`src/rtl/ram64_arbiter_pkg.sv`:
```
// Shared constants and types for the two-port RAM arbiter.
// Sizes, FSM states and round-robin pointer encoding.
package ram64_arbiter_pkg;

  localparam int WORDSIZE  = 8;
  localparam int ADDR_SIZE = 6;
  localparam int RAM_DEPTH = 1 << ADDR_SIZE;

  typedef enum logic {
    S_IDLE  = 1'b0,
    S_CLEAR = 1'b1
  } state_t;

  typedef enum logic {
    PTR_A = 1'b0,
    PTR_B = 1'b1
  } ptr_t;

endpackage

```
`src/rtl/ram64_arbiter_if.sv`:
```
// Requester-side bundle of the RAM arbiter: ports A and B
// plus the clear control.
interface ram64_arbiter_if #(
  parameter int WORDSIZE  = ram64_arbiter_pkg::WORDSIZE,
  parameter int ADDR_SIZE = ram64_arbiter_pkg::ADDR_SIZE
);

  logic                 a_req;
  logic                 a_we;
  logic [ADDR_SIZE-1:0] a_addr;
  logic [WORDSIZE-1:0]  a_wdata;
  logic                 a_gnt;
  logic                 a_rvalid;
  logic [WORDSIZE-1:0]  a_rdata;

  logic                 b_req;
  logic                 b_we;
  logic [ADDR_SIZE-1:0] b_addr;
  logic [WORDSIZE-1:0]  b_wdata;
  logic                 b_gnt;
  logic                 b_rvalid;
  logic [WORDSIZE-1:0]  b_rdata;

  logic                 clr_start;
  logic                 busy;

  modport master (
    output a_req, a_we, a_addr, a_wdata,
    output b_req, b_we, b_addr, b_wdata,
    output clr_start,
    input  a_gnt, a_rvalid, a_rdata,
    input  b_gnt, b_rvalid, b_rdata,
    input  busy
  );

  modport slave (
    input  a_req, a_we, a_addr, a_wdata,
    input  b_req, b_we, b_addr, b_wdata,
    input  clr_start,
    output a_gnt, a_rvalid, a_rdata,
    output b_gnt, b_rvalid, b_rdata,
    output busy
  );

endinterface

```
`src/rtl/ram64_arbiter_rr_arb2.sv`:
```
// Two-way round-robin selector; pointer picks the winner
// only when both requests are present.
module rr_arb2
  import ram64_arbiter_pkg::*;
(
  input  logic [1:0] req,
  input  ptr_t       pointer,
  output logic [1:0] gnt
);

  always_comb begin
    gnt = req;
    if (req == 2'b11)
      gnt = (pointer == PTR_A) ? 2'b01 : 2'b10;
  end

endmodule

```
`src/rtl/ram64_arbiter.sv`:
```
// Arbitrates a fetch port (A) and data port (B) onto one
// external RAM, with a 64-cycle zero-fill mode.
module ram64_arbiter #(
  parameter int WORDSIZE  = ram64_arbiter_pkg::WORDSIZE,
  parameter int ADDR_SIZE = ram64_arbiter_pkg::ADDR_SIZE
) (
  input  logic                 clk,
  input  logic                 rst,
  ram64_arbiter_if.slave       bus,
  output logic [ADDR_SIZE-1:0] ram_addr,
  output logic [WORDSIZE-1:0]  ram_data_in,
  output logic                 ram_write_en,
  input  logic [WORDSIZE-1:0]  ram_data_out
);

  localparam logic [ADDR_SIZE-1:0] CNT_LAST = '1;

  ram64_arbiter_pkg::state_t state;
  ram64_arbiter_pkg::state_t state_nx;
  ram64_arbiter_pkg::ptr_t   ptr;

  logic [ADDR_SIZE-1:0] cnt;
  logic [1:0]           req;
  logic [1:0]           gnt;
  logic                 serve;
  logic                 clearing;
  logic                 a_rd;
  logic                 b_rd;

  // clr_start outranks both requesters in the same cycle
  assign serve = !rst && !bus.clr_start &&
                 (state == ram64_arbiter_pkg::S_IDLE);
  assign req   = {bus.b_req, bus.a_req} & {2{serve}};

  rr_arb2 u_rr (
    .req     (req),
    .pointer (ptr),
    .gnt     (gnt)
  );

  assign bus.a_gnt = gnt[0];
  assign bus.b_gnt = gnt[1];
  assign clearing  = !rst &&
                     (state == ram64_arbiter_pkg::S_CLEAR);
  assign bus.busy  = (state == ram64_arbiter_pkg::S_CLEAR);
  assign a_rd      = gnt[0] & ~bus.a_we;
  assign b_rd      = gnt[1] & ~bus.b_we;

  always_ff @(posedge clk or posedge rst) begin
    if (rst) state <= ram64_arbiter_pkg::S_IDLE;
    else     state <= state_nx;
  end

  always_comb begin
    state_nx = state;
    unique case (state)
      ram64_arbiter_pkg::S_IDLE:
        if (bus.clr_start)
          state_nx = ram64_arbiter_pkg::S_CLEAR;
      ram64_arbiter_pkg::S_CLEAR:
        if (cnt == CNT_LAST)
          state_nx = ram64_arbiter_pkg::S_IDLE;
      default:
        state_nx = ram64_arbiter_pkg::S_IDLE;
    endcase
  end

  always_comb begin
    ram_addr     = '0;
    ram_data_in  = '0;
    ram_write_en = 1'b0;
    unique case (1'b1)
      clearing: begin
        ram_addr     = cnt;
        ram_write_en = 1'b1;
      end
      gnt[0]: begin
        ram_addr     = bus.a_addr;
        ram_data_in  = bus.a_wdata;
        ram_write_en = bus.a_we;
      end
      gnt[1]: begin
        ram_addr     = bus.b_addr;
        ram_data_in  = bus.b_wdata;
        ram_write_en = bus.b_we;
      end
      default: ;
    endcase
  end

  always_ff @(posedge clk or posedge rst) begin
    if (rst) begin
      cnt          <= '0;
      ptr          <= ram64_arbiter_pkg::PTR_A;
      bus.a_rvalid <= 1'b0;
      bus.b_rvalid <= 1'b0;
      bus.a_rdata  <= '0;
      bus.b_rdata  <= '0;
    end else begin
      // counter wraps to zero on the last fill address
      if (state == ram64_arbiter_pkg::S_CLEAR)
        cnt <= cnt + 1'b1;
      else
        cnt <= '0;
      if (gnt[0])
        ptr <= ram64_arbiter_pkg::PTR_B;
      else if (gnt[1])
        ptr <= ram64_arbiter_pkg::PTR_A;
      bus.a_rvalid <= a_rd;
      bus.b_rvalid <= b_rd;
      if (a_rd) bus.a_rdata <= ram_data_out;
      if (b_rd) bus.b_rdata <= ram_data_out;
    end
  end

endmodule

```
`src/flat_wrapper.sv`:
```
// flat-port wrapper written by rule: the top's interface ports become plain ports
module ram64_arbiter_flat 
#(
  parameter int WORDSIZE  = ram64_arbiter_pkg::WORDSIZE,
  parameter int ADDR_SIZE = ram64_arbiter_pkg::ADDR_SIZE
)
  (clk, rst, ram_addr, ram_data_in, ram_write_en, ram_data_out, bus_a_req, bus_a_we, bus_a_addr, bus_a_wdata, bus_b_req, bus_b_we, bus_b_addr, bus_b_wdata, bus_clr_start, bus_a_gnt, bus_a_rvalid, bus_a_rdata, bus_b_gnt, bus_b_rvalid, bus_b_rdata, bus_busy);
  ram64_arbiter_if #(.WORDSIZE(WORDSIZE), .ADDR_SIZE(ADDR_SIZE)) bus_i ();
  input  logic clk;
  input  logic rst;
  output logic [ADDR_SIZE-1:0] ram_addr;
  output logic [WORDSIZE-1:0] ram_data_in;
  output logic ram_write_en;
  input  logic [WORDSIZE-1:0] ram_data_out;
  input wire logic [$bits(bus_i.a_req)-1:0] bus_a_req;
  input wire logic [$bits(bus_i.a_we)-1:0] bus_a_we;
  input wire logic [$bits(bus_i.a_addr)-1:0] bus_a_addr;
  input wire logic [$bits(bus_i.a_wdata)-1:0] bus_a_wdata;
  input wire logic [$bits(bus_i.b_req)-1:0] bus_b_req;
  input wire logic [$bits(bus_i.b_we)-1:0] bus_b_we;
  input wire logic [$bits(bus_i.b_addr)-1:0] bus_b_addr;
  input wire logic [$bits(bus_i.b_wdata)-1:0] bus_b_wdata;
  input wire logic [$bits(bus_i.clr_start)-1:0] bus_clr_start;
  output wire logic [$bits(bus_i.a_gnt)-1:0] bus_a_gnt;
  output wire logic [$bits(bus_i.a_rvalid)-1:0] bus_a_rvalid;
  output wire logic [$bits(bus_i.a_rdata)-1:0] bus_a_rdata;
  output wire logic [$bits(bus_i.b_gnt)-1:0] bus_b_gnt;
  output wire logic [$bits(bus_i.b_rvalid)-1:0] bus_b_rvalid;
  output wire logic [$bits(bus_i.b_rdata)-1:0] bus_b_rdata;
  output wire logic [$bits(bus_i.busy)-1:0] bus_busy;
  assign bus_i.a_req = bus_a_req;
  assign bus_i.a_we = bus_a_we;
  assign bus_i.a_addr = bus_a_addr;
  assign bus_i.a_wdata = bus_a_wdata;
  assign bus_i.b_req = bus_b_req;
  assign bus_i.b_we = bus_b_we;
  assign bus_i.b_addr = bus_b_addr;
  assign bus_i.b_wdata = bus_b_wdata;
  assign bus_i.clr_start = bus_clr_start;
  assign bus_a_gnt = bus_i.a_gnt;
  assign bus_a_rvalid = bus_i.a_rvalid;
  assign bus_a_rdata = bus_i.a_rdata;
  assign bus_b_gnt = bus_i.b_gnt;
  assign bus_b_rvalid = bus_i.b_rvalid;
  assign bus_b_rdata = bus_i.b_rdata;
  assign bus_busy = bus_i.busy;
  ram64_arbiter #(.WORDSIZE(WORDSIZE), .ADDR_SIZE(ADDR_SIZE)) u_core (.clk(clk), .rst(rst), .bus(bus_i), .ram_addr(ram_addr), .ram_data_in(ram_data_in), .ram_write_en(ram_write_en), .ram_data_out(ram_data_out));
endmodule
```
`config.mk`:
```
export PLATFORM = sky130hd
export DESIGN_NAME = ram64_arbiter_flat
export DESIGN_NICKNAME = d
export VERILOG_FILES = /design/src/rtl/ram64_arbiter_pkg.sv /design/src/rtl/ram64_arbiter_if.sv /design/src/rtl/ram64_arbiter_rr_arb2.sv /design/src/rtl/ram64_arbiter.sv /design/src/flat_wrapper.sv
export SDC_FILE = /design/constraint.sdc
export NUM_CORES = 1
export LEC_CHECK = 0
export ABC_AREA = 1
export CAP_MARGIN = 0
export CORE_UTILIZATION = 61
export CTS_CLUSTER_DIAMETER = 80
export DETAILED_ROUTE_END_ITERATION = 16
export DONT_BUFFER_PORTS = 1
export PLACE_DENSITY_LB_ADDON = 0.05
export SYNTH_ARGS = -nofsm -noshare
export SYNTH_HDL_FRONTEND = slang
export SYNTH_HIERARCHICAL = 1
export SYNTH_SLANG_ARGS = --single-unit
```
`constraint.sdc`:
```
create_clock -name clk -period 3.25 [get_ports clk]
set_clock_uncertainty 0.05 [all_clocks]
set_input_delay 0.65 -clock clk [delete_from_list [all_inputs] [get_ports clk]]
set_output_delay 0.65 -clock clk [all_outputs]
set_load 0.03 [all_outputs]
```
Word level (Yosys, flattened, before mapping):

Cells that the tools add are included.

* output and inout port bits: 36
* word-level logic and storage cells: 33
* flip-flop bits (word level): 26

* reduce and logical (&&, ||, !) cells: 6
* add/subtract/negate cells: 1
* multiplexer cells: 11
* equality and inequality tests: 2
* bitwise gates (word level): 6

Operator list (count)
* $pmux W6 S3: 1
* $pmux W8 S2: 1
* $add A6 B1 Y6 const B: 1
* $eq A6 B6 Y1 const B: 1
* $mux W6: 1
* $mux W1: 4
* $mux W2: 2
* $logic_and A1 B1 Y1: 3
* $not A1 Y1: 3
* $pmux W1 S3: 1
* $and A1 B1 Y1: 2
* $and A2 B2 Y2: 1
* $eq A2 B2 Y1 const B: 1
* $logic_not A1 Y1: 2
* $pmux W1 S2: 1
* $reduce_bool A2 Y1: 1

Logic depth before layout (Yosys ltp):

* depth after elaboration: 8
* depth in mapped cells: 13
* depth with buffers taken out: 10

Modules after synthesis:

Netlist, hierarchy kept.

By module, submodules not included
* ram64_arbiter: seq. area each 650.6 sq um, instances 1, area an instance 1328.8 sq um, cells each 153
* rr_arb2: seq. area each 0.0 sq um, instances 1, area an instance 21.3 sq um, cells each 5

Worst setup path after synthesis:

No wires, ideal clock.

* path type: in2out
* from: input port rst
* to: output port ram_data_in[0]
* slack: -0.421 ns
* arrival time: 2.971 ns
* stages on the path: 8
* path buffers: 2
* cell sequence: inv_1 -> nand2_1 -> nor2_1 -> inv_1 -> a21oi_1 -> buf_4 -> clkbuf_1 -> a22o_1

* longest elaborated chain between the ends: 7

Ends and longest elaborated chain
* start, declared: line flat_wrapper.sv:10 `input logic rst;`
* $logic_not A1 Y1 (*): line ram64_arbiter.sv:31 `assign serve = !rst && !bus.clr_start &&`
* $logic_and A1 B1 Y1 (*) (2 in series): line ram64_arbiter.sv:31
* $and A2 B2 Y2 (*): line ram64_arbiter.sv:33 `assign req = {bus.b_req, bus.a_req} & {2{serve}};`
* named net u_core.req[0]: line ram64_arbiter.sv:23 `logic [1:0] req;`
* $eq A2 B2 Y1: line ram64_arbiter_rr_arb2.sv:13 `if (req == 2'b11)`
* $mux W2 (*): line ram64_arbiter_rr_arb2.sv:13
* named net bus_a_gnt: line flat_wrapper.sv:24 `output wire logic [$bits(bus_i.a_gnt)-1:0] bus_a_gnt;`
* $pmux W8 S2 (*): line ram64_arbiter.sv:72 `unique case (1'b1)`
* end, declared: line flat_wrapper.sv:12 `output logic [WORDSIZE-1:0] ram_data_in;`

Mark *: on every way through the listed nets, which the timed path passes. The rest lies on a longest branch.

Final worst setup path:

* from: register u_core.state (netlist: u_core/bus.busy)
* to: output port ram_addr[5]

* longest elaborated chain between the ends: 6
* elaborated cells between the ends (all ways): 7
* those cells by class: 1 x eq/ne; 2 x mux; 2 x bitwise; 2 x reduce/logical

Ends and longest elaborated chain
* start, declared: line ram64_arbiter.sv:18 `ram64_arbiter_pkg::state_t state;`
* start signal, assigned: line ram64_arbiter.sv:50 `if (rst) state <= ram64_arbiter_pkg::S_IDLE;`
* start signal, assigned: line ram64_arbiter.sv:51 `else state <= state_nx;`
* $not A1 Y1 (*): line ram64_arbiter.sv:32 `(state == ram64_arbiter_pkg::S_IDLE);`
* $logic_and A1 B1 Y1 (*): line ram64_arbiter.sv:31
* $and A2 B2 Y2 (*): line ram64_arbiter.sv:33
* named net u_core.req[1]: line ram64_arbiter.sv:23
* $eq A2 B2 Y1: line ram64_arbiter_rr_arb2.sv:13
* $mux W2 (*): line ram64_arbiter_rr_arb2.sv:13
* $pmux W6 S3 (*): line ram64_arbiter.sv:72
* end, declared: line flat_wrapper.sv:11 `output logic [ADDR_SIZE-1:0] ram_addr;`

Marks and branches as above.

==> run summary <==
Min Tclk post-route -> 2.80 ns
Num CTS Buffers -> 3
Final net count -> 219
R2R Setup Slk -> 0.86 ns
Post-CTS sizing -> 0
Final cell count without fillers -> 201
Synthesized instance count -> 158
Crit Path Max Fanout -> 17
RSZ-0062 raised after global routing -> false
Slew of the pin with the lowest slew margin -> 0.752 ns
CP Class -> reg -> out
Worst skew pair latency -> 0.31 ns
Cell chain of the critical path -> nor2_1 -> nand2_1 -> nor2_1 -> nand3_1 -> nand2_1 -> nand2_1 -> nand3_1 -> buf_12
Sw Ratio -> 0.404
Design area -> 1590 um2
Most frequent cells in the layout -> nand2_1 (47), dfrtp_1 (26), inv_1 (18), o21ai_2 (16), buf_4 (15)
CTS tree -> yes
Internal cell power -> 733 uW
Tot Pwr -> 1.23 mW
Clock root cell -> clkbuf_4
Crit path largest cell delay -> 0.42 ns
First-pass DRT Iterations -> 4
Routed Antenna Nets -> 0
Synth Warn # -> 6
GRT overflow -> 0
Routed len/inst -> 14.0 um
R2R Path Start -> u_core/bus.busy$_DFF_PP0_
Vias in the first global route -> 1130
Pin count of the biggest net entering global routing -> 27
Netlist cell types -> 19
H-Tree Depth -> 1
Status -> finished clean
Top-area cell type share of the netlist area -> 0.482
Critical Path AT -> 2.10 ns
Clock power frac -> 0.175
Post-Route WL -> 2.81 mm
# setup viols final -> 0
GP Congestion -> 0.816
Most frequent CP cell -> nand2_1
Clk sinks -> 26
Chip Width -> 49.0 um
First-pass GRT wire length -> 4.83 mm
Yosys top cell by area -> dfrtp_1
Hold buffers post-CTS -> 0
Avg Cell Area, Syn -> 8.54 um2
#FFs+latches synth -> 26
Rel. slew slack -> 0.499
Starting Density -> 0.668
I/O Buffers -> 0
Slowest stage cell, crit path -> nand2_1
Min-delay worst type -> in -> async
Mapped cell area -> 1350 um2
Final hold violation count -> 0
GRT Overall Usage -> 0.259
Psw -> 498 uW
Synth area leaders -> dfrtp_1 (48%), nand2_1 (13%), o21ai_2 (10%), inv_1 (5.3%), a22o_1 (5.2%)
Initial DRC count -> 30
Worst VDD drop -> 0.558 mV
Mapped Nets -> 202
Row count -> 16
DR DRC count -> 0
Io pins -> 79
Vias -> 1089
Critical path data required time -> 2.55 ns
CORE AREA -> 2020 um2
LEAKAGE -> 0.834 nW
Commonest non-fill, non-tap cell in the layout -> nand2_1
Maxcap violations -> 0
Sequential share of the synthesized area -> 0.482
Post-CTS Setup Bufs -> 0
Placed inst area -> 1530 um2
Area Growth Syn to Fin -> 17.4%
Crit path capture type -> output port
Ant. Diodes -> 0
Crit path from -> u_core/bus.busy$_DFF_PP0_
Pwr dens -> 776 nW/um2
Chip Height -> 49.0 um
Slew Viols, Final -> 0
Flop pwr share -> 0.480
Share of cells above drive strength 1 -> 0.264
Logic pwr share -> 0.345
Detailed Place HPWL -> 2.17 mm
Setup TNS -> 0 ns
Clock Path Buffers -> 2
Crit start category -> flip-flop
Max Clk Rate -> 357 MHz
Clock-pin slew on the worst setup and hold paths -> 0.13 ns
Die ar. -> 2410 um2
Placed Cells -> 197
Period utilization -> 0.862
Initial antenna violation count -> 0
Reg2reg path depth -> 9
Vias per cell -> 5.42
==> worst paths after layout <==
| kind | endpoint |
|---|---|
| min | u_core/cnt[4]$_DFF_PP0_ |
| min in group clk | u_core/bus.a_rdata[0]$_DFFE_PP0P_ |
| max reg2reg | u_core/bus.b_rdata[7]$_DFFE_PP0P_ |
| min reg2reg | u_core/cnt[0]$_DFF_PP0_ |
| max in group asynchronous | u_core/bus.a_rdata[6]$_DFFE_PP0P_ |
| max | ram_addr[5] |
==> layout make-up <==
| class | count | area [um2] |
|---|---|---|
| well taps | 27 | 33.8 |
| multi-input cells | 103 | 553 |
| flip-flops and latches | 26 | 651 |
| inverters | 21 | 82.6 |
| clock buffers | 3 | 22.5 |
| clock inverters | 1 | 30.0 |
| fillers | 156 | 437 |
| repair buffers | 20 | 213 |
==> state kept, by name (all words and copies together), names as in the netlist <==
register and cells:
u_core/bus.a_rdata 8, u_core/bus.a_rvalid 1, u_core/cnt 6, u_core/ptr 1
u_core/bus.b_rdata 8, u_core/bus.busy 1, u_core/bus.b_rvalid 1
==> layer usage <==
layer	track usage	routed length [um]
met5	0	0
met4	0.0196	1
met3	0.0685	153
met2	0.502	1570
met1	0.291	1090
==> critical path, delay by kind of cell (launching register included) <==
| kind | cells | cell delay, ns |
|---|---|---|
| buffers and inverters | 1 | 0.13 |
| DFF | 1 | 0.41 |
| and+or+nand+nor | 7 | 1.23 |
==> cell usage after synthesis, drive strengths merged <==
cell and number:
dfrtp 26, a31oi 1, clkbuf 2, nand2 49, a21oi 4, nand3 9, nor2 11, or2 2
ha 1, inv 21, o21ai 17, a22o 8, buf 6, o21a 1
==> kinds of logic after synthesis <==
family	count (synthesis)	share of synthesized area
and+or+nand+nor	71	0.213
AOI/OAI and AO/OA	31	0.184
buffers and inverters	29	0.111
DFF	26	0.482
adders and majority gates	1	0.00927
==> power groups by stage <==
stage | Sequential, mW | Combinational (mW) | Clock, mW
after floorplan | 0.586 | 0.268 | 0
after CTS | 0.593 | 0.429 | 0.221
after global routing | 0.602 | 0.465 | 0.228
final | 0.591 | 0.425 | 0.215
after global placement | 0.594 | 0.408 | 0
after detailed placement | 0.599 | 0.426 | 0
==> metrics by stage <==
step | util | hold WS, ns | setup WS, ns
5_1_grt | 0.784 | 0.232 | 0.201
6_report | 0.784 | 0.220 | 0.448
3_3_place_gp | 0.758 | 0.451 | 0.697
4_1_cts | 0.784 | 0.219 | 0.454
3_5_place_dp | 0.758 | 0.459 | 0.571
2_1_floorplan | - | 0.423 | 0.0359
Power figures use the tool's default switching activity.
